File: src/rtl/sync_fifo_flagged_if.sv
// Handshake and status bundle between a FIFO user (master) and sync_fifo_flagged (slave).
interface sync_fifo_flagged_if #(
    parameter int DSIZE = 8,
    parameter int ASIZE = 4
);
    logic             winc;
    logic [DSIZE-1:0] wdata;
    logic             rinc;
    logic             clr_err;
    logic [DSIZE-1:0] rdata;
    logic             rvalid;
    logic             wfull;
    logic             rempty;
    logic             walmost_full;
    logic             ralmost_empty;
    logic [ASIZE:0]   count;
    logic             overflow;
    logic             underflow;

    modport master (
        output winc, wdata, rinc, clr_err,
        input  rdata, rvalid, wfull, rempty, walmost_full, ralmost_empty,
               count, overflow, underflow
    );

    modport slave (
        input  winc, wdata, rinc, clr_err,
        output rdata, rvalid, wfull, rempty, walmost_full, ralmost_empty,
               count, overflow, underflow
    );
endinterface

File: src/rtl/sync_fifo_flagged.sv
// Single-clock FIFO with registered count, almost-full/empty thresholds and sticky error flags.
// Latency: 1 cycle read (FWFT=0), head visible the cycle after the write edge (FWFT=1).
// Backpressure: writes dropped while wfull, reads dropped while rempty; each drop sets a sticky flag.
module sync_fifo_flagged #(
    parameter int DSIZE      = 8,
    parameter int ASIZE      = 4,
    parameter int AFULL_THR  = 12,
    parameter int AEMPTY_THR = 2,
    parameter bit FWFT       = 1'b0
) (
    input  logic               clk,
    input  logic               rst_n,
    sync_fifo_flagged_if.slave fifo
);
    localparam int             DEPTH    = 1 << ASIZE;
    localparam logic [ASIZE:0] DEPTH_C  = DEPTH[ASIZE:0];
    localparam logic [ASIZE:0] AFULL_C  = AFULL_THR[ASIZE:0];
    localparam logic [ASIZE:0] AEMPTY_C = AEMPTY_THR[ASIZE:0];

    logic [DSIZE-1:0] mem [DEPTH];

    logic [ASIZE:0] wptr_q, wptr_d, rptr_q, rptr_d, count_q, count_d;
    logic           wfull_q, wfull_d, rempty_q, rempty_d;
    logic           afull_q, afull_d, aempty_q, aempty_d;
    logic           ovf_q, ovf_d, udf_q, udf_d;
    logic           wr_ok, rd_ok;
    logic [ASIZE-1:0] waddr, raddr;

    assign waddr = wptr_q[ASIZE-1:0];
    assign raddr = rptr_q[ASIZE-1:0];

    // Every flag is computed from count_d so it lands on the same edge as count.
    always_comb begin
        wr_ok    = fifo.winc & ~wfull_q;
        rd_ok    = fifo.rinc & ~rempty_q;
        wptr_d   = wptr_q + {{ASIZE{1'b0}}, wr_ok};
        rptr_d   = rptr_q + {{ASIZE{1'b0}}, rd_ok};
        count_d  = count_q + {{ASIZE{1'b0}}, wr_ok} - {{ASIZE{1'b0}}, rd_ok};
        wfull_d  = (count_d == DEPTH_C);
        rempty_d = (count_d == '0);
        afull_d  = (count_d >= AFULL_C);
        aempty_d = (count_d <= AEMPTY_C);
        ovf_d    = (fifo.winc & wfull_q)  | (ovf_q & ~fifo.clr_err);
        udf_d    = (fifo.rinc & rempty_q) | (udf_q & ~fifo.clr_err);
    end

    always_ff @(posedge clk) begin
        if (!rst_n) begin
            wptr_q   <= '0;
            rptr_q   <= '0;
            count_q  <= '0;
            wfull_q  <= 1'b0;
            rempty_q <= 1'b1;
            afull_q  <= 1'b0;
            aempty_q <= 1'b1;
            ovf_q    <= 1'b0;
            udf_q    <= 1'b0;
        end else begin
            wptr_q   <= wptr_d;
            rptr_q   <= rptr_d;
            count_q  <= count_d;
            wfull_q  <= wfull_d;
            rempty_q <= rempty_d;
            afull_q  <= afull_d;
            aempty_q <= aempty_d;
            ovf_q    <= ovf_d;
            udf_q    <= udf_d;
        end
    end

    always_ff @(posedge clk) begin
        if (rst_n && wr_ok) begin
            mem[waddr] <= fifo.wdata;
        end
    end

    generate
        if (FWFT) begin : g_fwft
            assign fifo.rdata  = mem[raddr];
            assign fifo.rvalid = ~rempty_q;
        end else begin : g_std
            logic [DSIZE-1:0] rdata_q;
            logic             rvalid_q;

            always_ff @(posedge clk) begin
                if (!rst_n) begin
                    rdata_q  <= '0;
                    rvalid_q <= 1'b0;
                end else begin
                    rvalid_q <= rd_ok;
                    if (rd_ok) begin
                        rdata_q <= mem[raddr];
                    end
                end
            end

            assign fifo.rdata  = rdata_q;
            assign fifo.rvalid = rvalid_q;
        end
    endgenerate

    assign fifo.count         = count_q;
    assign fifo.wfull         = wfull_q;
    assign fifo.rempty        = rempty_q;
    assign fifo.walmost_full  = afull_q;
    assign fifo.ralmost_empty = aempty_q;
    assign fifo.overflow      = ovf_q;
    assign fifo.underflow     = udf_q;
endmodule

File: src/flat_wrapper.sv
// flat-port wrapper written by rule: the top's interface ports become plain ports
module sync_fifo_flagged_flat 
#(
    parameter int DSIZE      = 8,
    parameter int ASIZE      = 4,
    parameter int AFULL_THR  = 12,
    parameter int AEMPTY_THR = 2,
    parameter bit FWFT       = 1'b0
)
  (clk, rst_n, fifo_winc, fifo_wdata, fifo_rinc, fifo_clr_err, fifo_rdata, fifo_rvalid, fifo_wfull, fifo_rempty, fifo_walmost_full, fifo_ralmost_empty, fifo_count, fifo_overflow, fifo_underflow);
  sync_fifo_flagged_if #(.DSIZE(DSIZE), .ASIZE(ASIZE)) fifo_i ();
  input  logic clk;
  input  logic rst_n;
  input wire logic [$bits(fifo_i.winc)-1:0] fifo_winc;
  input wire logic [$bits(fifo_i.wdata)-1:0] fifo_wdata;
  input wire logic [$bits(fifo_i.rinc)-1:0] fifo_rinc;
  input wire logic [$bits(fifo_i.clr_err)-1:0] fifo_clr_err;
  output wire logic [$bits(fifo_i.rdata)-1:0] fifo_rdata;
  output wire logic [$bits(fifo_i.rvalid)-1:0] fifo_rvalid;
  output wire logic [$bits(fifo_i.wfull)-1:0] fifo_wfull;
  output wire logic [$bits(fifo_i.rempty)-1:0] fifo_rempty;
  output wire logic [$bits(fifo_i.walmost_full)-1:0] fifo_walmost_full;
  output wire logic [$bits(fifo_i.ralmost_empty)-1:0] fifo_ralmost_empty;
  output wire logic [$bits(fifo_i.count)-1:0] fifo_count;
  output wire logic [$bits(fifo_i.overflow)-1:0] fifo_overflow;
  output wire logic [$bits(fifo_i.underflow)-1:0] fifo_underflow;
  assign fifo_i.winc = fifo_winc;
  assign fifo_i.wdata = fifo_wdata;
  assign fifo_i.rinc = fifo_rinc;
  assign fifo_i.clr_err = fifo_clr_err;
  assign fifo_rdata = fifo_i.rdata;
  assign fifo_rvalid = fifo_i.rvalid;
  assign fifo_wfull = fifo_i.wfull;
  assign fifo_rempty = fifo_i.rempty;
  assign fifo_walmost_full = fifo_i.walmost_full;
  assign fifo_ralmost_empty = fifo_i.ralmost_empty;
  assign fifo_count = fifo_i.count;
  assign fifo_overflow = fifo_i.overflow;
  assign fifo_underflow = fifo_i.underflow;
  sync_fifo_flagged #(.DSIZE(DSIZE), .ASIZE(ASIZE), .AFULL_THR(AFULL_THR), .AEMPTY_THR(AEMPTY_THR), .FWFT(FWFT)) u_core (.clk(clk), .rst_n(rst_n), .fifo(fifo_i));
endmodule
File: config.mk
export PLATFORM = sky130hd
export DESIGN_NAME = sync_fifo_flagged_flat
export DESIGN_NICKNAME = d
export VERILOG_FILES = /design/src/rtl/sync_fifo_flagged_if.sv /design/src/rtl/sync_fifo_flagged.sv /design/src/flat_wrapper.sv
export SDC_FILE = /design/constraint.sdc
export NUM_CORES = 1
export LEC_CHECK = 0
export ABC_AREA = 1
export BUFFER_PORTS_ARGS = -buffer_cell sky130_fd_sc_hd__buf_2
export CORE_AREA = 5 5 126 128
export CTS_BUF_LIST = sky130_fd_sc_hd__clkbuf_8
export CTS_CLUSTER_DIAMETER = 60
export DETAILED_ROUTE_END_ITERATION = 10
export DIE_AREA = 0 0 131 133
export GPL_ROUTABILITY_DRIVEN = 1
export SLEW_MARGIN = 20
export SYNTH_ARGS = -nofsm -noshare
export SYNTH_HDL_FRONTEND = slang
export SYNTH_SLANG_ARGS = --single-unit
File: constraint.sdc
create_clock -name clk -period 2.07 [get_ports clk]
set_input_delay 0.207 -clock clk [delete_from_list [all_inputs] [get_ports clk]]
set_output_delay 0.207 -clock clk [all_outputs]
set_load 0.02 [all_outputs]
Word-level counts from Yosys, hierarchy flattened
Memory sizes are Yosys's and may differ from the RTL's. A register that Yosys moved wholly into a read port is not among the register bits.
Index checks and enable logic that the tools add are counted.
Word-level totals
  register bits after elaboration: 22
  RAM bits: 128
  input bits: 13
  word-level logic and storage cells: 34
  memories: 1
Memory list
  u_core.mem: words 16, bits a word 8, read ports 1, clocked after Yosys merged registers in 1, write ports 1, line sync_fifo_flagged.sv:20  | logic [DSIZE-1:0] mem [DEPTH];
Operators by class
  add/sub/neg operators: 4
  order comparisons: 2
  eq/ne operators: 1
  mux-type cells: 2
  bitwise logic cells: 11
  reductions and logical operators: 3
Operators by type and width (number)
  5-bit by 1-bit adder with 5-bit output: 3
  1-bit bitwise AND: 6
  5-bit equality test, second input constant: 1
  5-bit by 4-bit >= comparator with 1-bit output, second input constant: 1
  5-bit by 2-bit <= comparator with 1-bit output, second input constant: 1
  5-bit zero test: 1
  5-bit by 1-bit subtractor with 5-bit output: 1
  1-bit NOT: 3
  1-bit 2-to-1 mux: 2
  1-bit bitwise OR: 2
  1-bit logical AND: 1
  1-bit zero test: 1

Depth between registers and ports, before layout
  depth in word-level cells: 5
  depth in mapped cells: 14

Least setup slack after synthesis
Ideal clock, no wire load.
  kind: reg-to-reg
  start: reg u_core.rempty_q (netlist: u_core.fifo.rempty)
  end: reg u_core.wfull_q (netlist: u_core.fifo.wfull)
  setup time: 0.064 ns
  arrival: 2.029 ns
  data required time: 2.006 ns
  slack: -0.022 ns
  stages on the path, launching flop included: 13
  buffers on the path: 0
  period minus slack after synthesis: 2.092 ns
  cell sequence: dfxtp_1 > nor2_4 > inv_2 > or2_1 > nand2_1 > ha_1 > fa_1 > nand3_1 > nand2_1 > xnor2_1 > nor2_1 > inv_2 > nor2_1
On the way
  longest elaborated chain between the ends: 4
RTL lines
  from (decl): line sync_fifo_flagged.sv:23  | logic wfull_q, wfull_d, rempty_q, rempty_d;
  from (signal assigned): line sync_fifo_flagged.sv:63  | rempty_q <= rempty_d;
  1-bit NOT: line sync_fifo_flagged.sv:35  | rd_ok = fifo.rinc & ~rempty_q;
  1-bit bitwise AND: line sync_fifo_flagged.sv:35
  5-bit by 1-bit subtractor with 5-bit output: line sync_fifo_flagged.sv:38  | count_d = count_q + {{ASIZE{1'b0}}, wr_ok} - {{ASIZE{1'b0}}, rd_ok};
  5-bit equality test: line sync_fifo_flagged.sv:39  | wfull_d = (count_d == DEPTH_C);
  to (signal assigned): line sync_fifo_flagged.sv:62  | wfull_q <= wfull_d;
  to (decl): line sync_fifo_flagged.sv:23
Every way passes these cells.
A chain may end at the register's enable or synchronous reset.

Worst setup path after layout
  start: reg u_core.rempty_q (netlist: u_core.fifo.rempty)
  end: reg u_core.rempty_q (netlist: u_core.fifo.rempty)
On the way
  longest elaborated chain between the ends: 4
RTL lines
  1-bit NOT: line sync_fifo_flagged.sv:35
  1-bit bitwise AND: line sync_fifo_flagged.sv:35
  5-bit by 1-bit subtractor with 5-bit output: line sync_fifo_flagged.sv:38
  net u_core.count_d[1]: line sync_fifo_flagged.sv:22  | logic [ASIZE:0] wptr_q, wptr_d, rptr_q, rptr_d, count_q, count_d;
  5-bit zero test: line sync_fifo_flagged.sv:40  | rempty_d = (count_d == '0);
The timed path passes the listed nets, and every way through them passes these cells.

==> results list <==
- The tool flagged a number of max-cap violations equal to 0.
- The area growth from synthesis to layout is 12.9%.
- Switching Power: approximately 2.4 mW
* Max Clk Rate: ~500 MHz
- Number of warnings issued by yosys: 0
- The analysis attributes to cell leakage a power of 2.95 nW.
- The hold violation total from the final report came to 0.
- The initial utilization of the core area, before any placement, comes to approximately 44%.
* Worst R2R Start: u_core.fifo.rempty
- Number of global-route vias before repair: between 4000 and 5000
- Cells with a size suffix above 1 make up between 10% and 20% of the layout.
- Std cell rows: between 40 and 50
* Delay of the slowest cell on the worst path: approximately 0.49 ns
- Global routing used a little over a quarter of the available met2 tracks.
- The cell that appears most often on the critical path is nand2_1.
- Final cell count without fillers: around 860
* Number of clock buffers inserted by TritonCTS: 17
- The worst-case IR drop observed on VDD is 531 uV.
* Setup repair after global routing missed its margin: false
- For this run, the total global-route usage over all layers was measured as between 10% and 20%.
- After the last flow step, the layout net total stands at approximately 680.
- For this block, the routed nets add up to 14.3 mm of wire.
- In this run the deepest clock path goes through 2 buffers.
- In the global route stage, met1 resource usage came out at around a quarter.
- Detailed routing inserted a total of ~4300 vias.
* Total half-perimeter wirelength after legalization and detailed placement: roughly 9.0 mm
* Main flop type after synthesis: edfxtp_1
* Post-Place Cells: just over 800
* Antenna violations before repair: 0
- Number of enable-type register cells in the synthesized netlist: ~130
- Min-Delay Path Class: primary input to flip-flop
* Tightest Pin Transition: ~0.43 ns
* Residual DRC count: 0
- Start point of the worst min-delay path: rst_n
* Share of the clock period used by the worst path: approximately 96%
- Global routing consumed, on the met3 layer, ~5.4% of the routing resources.
- Total power divided by cell area: 1030 nW/um^2
- Run status: finished clean
- H-Tree Depth: 4
- For this run, asynchronously set or reset flops after synthesis account for 0%.
- On the final layout, the worst clock skew is 0.0141 ns.
- The first global-routing pass estimated 23.0 mm of wire.
- Largest driver fanout on the critical path: 3
- Post-synthesis sequential element count: 156
- Worst slew slack as a fraction of its limit: roughly 72%
* Peak-usage layer in the global routing report: met2
- The cell count after synthesis came out at 602.
- In the final routed layout, each cell accounts on average for about 17 um.
- A synthesized cell averages roughly 11 um^2.
* Cell type of the slowest stage on the worst timing path: fa_2
- The pre-antenna-repair detailed-routing pass consisted of 5 iterations.
- In this run the remaining antenna-violating nets after routing total 0.
* Largest cells by area after synthesis: edfxtp_1 (60%), nand2_1 (12%), dfxtp_1 (8.7%)
* Clock group share of total power: 25.0%
* Launch point of the worst path: u_core.fifo.rempty
- Library cell used as clock root buffer: clkbuf_8
- The worst setup path is captured at a flip-flop.
- Combinational cell fraction of total power: between 20% and 30%
- Walking the worst path, the cells encountered are nor2_4 -> inv_2 -> or2_4 -> nand2_1 -> ha_1 -> fa_2 -> nor3_1 -> nand2_1 -> a21oi_1.
- TritonCTS built the clock tree.
- Switching power share of the total: 32.0%
- After detailed routing, the number of vias per cell comes to roughly 5.0.
- Final-report setup violation count: 0
- Total standard cell area after synthesis: between 6000 and 7000 um^2
* Core outline area: ~15000 um^2
* Area share of the leading cell type in the synthesized netlist: approximately three fifths
- STA classifies the critical path startpoint as a flip-flop.
- The count of buffers added on input and output ports is 32.
- The critical path is of the flip-flop to flip-flop type.
* Die Outline Area: around 17000 um^2
* Number of design-rule violations left by the first detailed-router iteration: between 300 and 400
* Final critical-path required period: between 1.5 and 2 ns
* Register share of total power: around 49%
- For the worst setup path, the data arrival time is approximately 2.4 ns.
* Area leader, netlist: edfxtp_1
- The number of pins exceeding their max-slew limit in the final report is 0.
- Cell-internal power: roughly 5.1 mW
- Ports placed on the boundary: 33
* Global route total overflow: 0
- Distinct cell type count after synthesis: 26
- Final RePlAce weighted congestion: 0.816
* Maximum number of pins on one net before global-route repair: 43
- Vert. Die Dim: about 130 um
- Clock-pin slew on the worst setup and hold paths: roughly 0.07 ns
- Clk Latency, worst-skew pair: approximately 0.46 ns
* Die X-Extent: approximately 130 um
- When the netlist entered floorplanning its net count stood at a little over 600.
* Ant. Diodes: 0
* Sequential element share of the synthesized area: approximately 69%
- The completed layout was analyzed and its total power is around 7.5 mW.
- For this design, the sink count on the clock tree is about 160.
- Data required, critical path: approximately 2.5 ns
-- what timing repair did --
| item | CTS | global route |
|---|---|---|
| hold endpoints to repair | 2 | 0 |
| hold buffers | 4 | 0 |
| buffers inserted | 0 | 0 |
| resized for setup | 0 | 5 |
| setup endpoints to repair | 0 | 5 |
-- power groups by stage --
stage / clock network, mW / registers, mW / logic, mW
2_1_floorplan: 0 / 3.87 / 1.16
3_3_place_gp: 0 / 3.74 / 1.80
3_5_place_dp: 0 / 3.75 / 1.83
4_1_cts: 1.92 / 3.68 / 1.85
5_1_grt: 2.06 / 3.70 / 2.15
6_report: 1.86 / 3.68 / 1.92
-- metrics by stage --
stage                     setup WS, ns  hold slack (ns)  area [um^2]  TNS (ns)  util [%]
after floorplan                 0.0886            0.306         6430         0         -
after global placement          0.0812            0.446         6880         0      46.6
after detailed placement      -0.00897            0.463         6880  -0.00897      46.6
after CTS                       0.0152           0.0108         7230         0      49.0
after global routing           0.00940           0.0219         7260         0      49.2
final                           0.0833           0.0514         7260         0      49.2
-- cell type report --
cell class | instances | area, um^2
Clock buffer | 19 | 262
Clock inverter | 13 | 55.1
Fill cell | 1367 | 7500
Inverter | 37 | 139
Multi-Input combinational cell | 381 | 1730
Sequential cell | 156 | 4410
Tap cell | 188 | 235
Timing Repair Buffer | 62 | 433
-- per-layer routing --
layer	up-vias	wire [um]
met5	-	0
met4	0	430
met3	33	646
met2	115	6680
met1	2015	6500
li1	2121	-
-- cells in the final DEF (no fill, tap or decap) --
cell type,n
xor2_2,1
dfxtp_2,2
inv_4,1
dfxtp_1,26
buf_2,32
clkbuf_8,19
nor3_2,1
a21oi_1,7
ha_1,7
clkinv_2,3
xnor2_1,3
nor2_2,2
nor2_1,41
clkinv_1,1
nand3_1,107
inv_1,38
nand2_1,202
edfxtp_1,128
nor4_1,1
nor3_1,2
buf_12,3
inv_2,7
dlygate4sd3_1,4
or2_4,1
buf_4,23
xnor2_2,1
fa_2,1
o21ai_0,1
o21ai_1,2
nor2_4,1
-- synth_stat cells, drive strengths merged, types with 3 or more instances --
| cell type | instances |
|---|---|
| nor2 | 44 |
| inv | 36 |
| buf | 26 |
| xnor2 | 4 |
| ha | 7 |
| nand2 | 202 |
| nand3 | 107 |
| o21ai | 3 |
| dfxtp | 28 |
| a21oi | 7 |
| edfxtp | 128 |
| nor3 | 3 |
-- flip-flops by register name (all words and copies together) (netlist names), 4 cells and up --
name	cells
u_core.fifo.rdata	8
u_core.mem	128
u_core.wptr_q	4
u_core.fifo.count	5
u_core.rptr_q	4
-- worst paths after layout --
check	to	slack, ns	cells past startpoint
max	u_core.fifo.rempty	0.08	9
min	u_core.fifo.ralmost_empty	0.05	2
max reg2reg	u_core.fifo.rempty	0.08	9
min reg2reg	u_core.wptr_q[3]	0.55	2
-- worst max-delay path: cells and delay by family, from the launching register on --
kind,cells,cell delay (ns)
flip-flops,1,0.34
AND/OR/NAND/NOR,5,0.70
AO/OA/AOI/OAI,1,0.12
buffers and inverters,1,0.05
adder cells (fa/ha/maj),2,0.70
-- logic make-up after synthesis --
group / synth area share, %
compound gates: 0.779
xor+xnor: 0.682
fa+ha+maj: 1.67
buf+inv: 4.95
flops: 68.5
simple gates: 23.4
(Power assumes the default switching activity.)
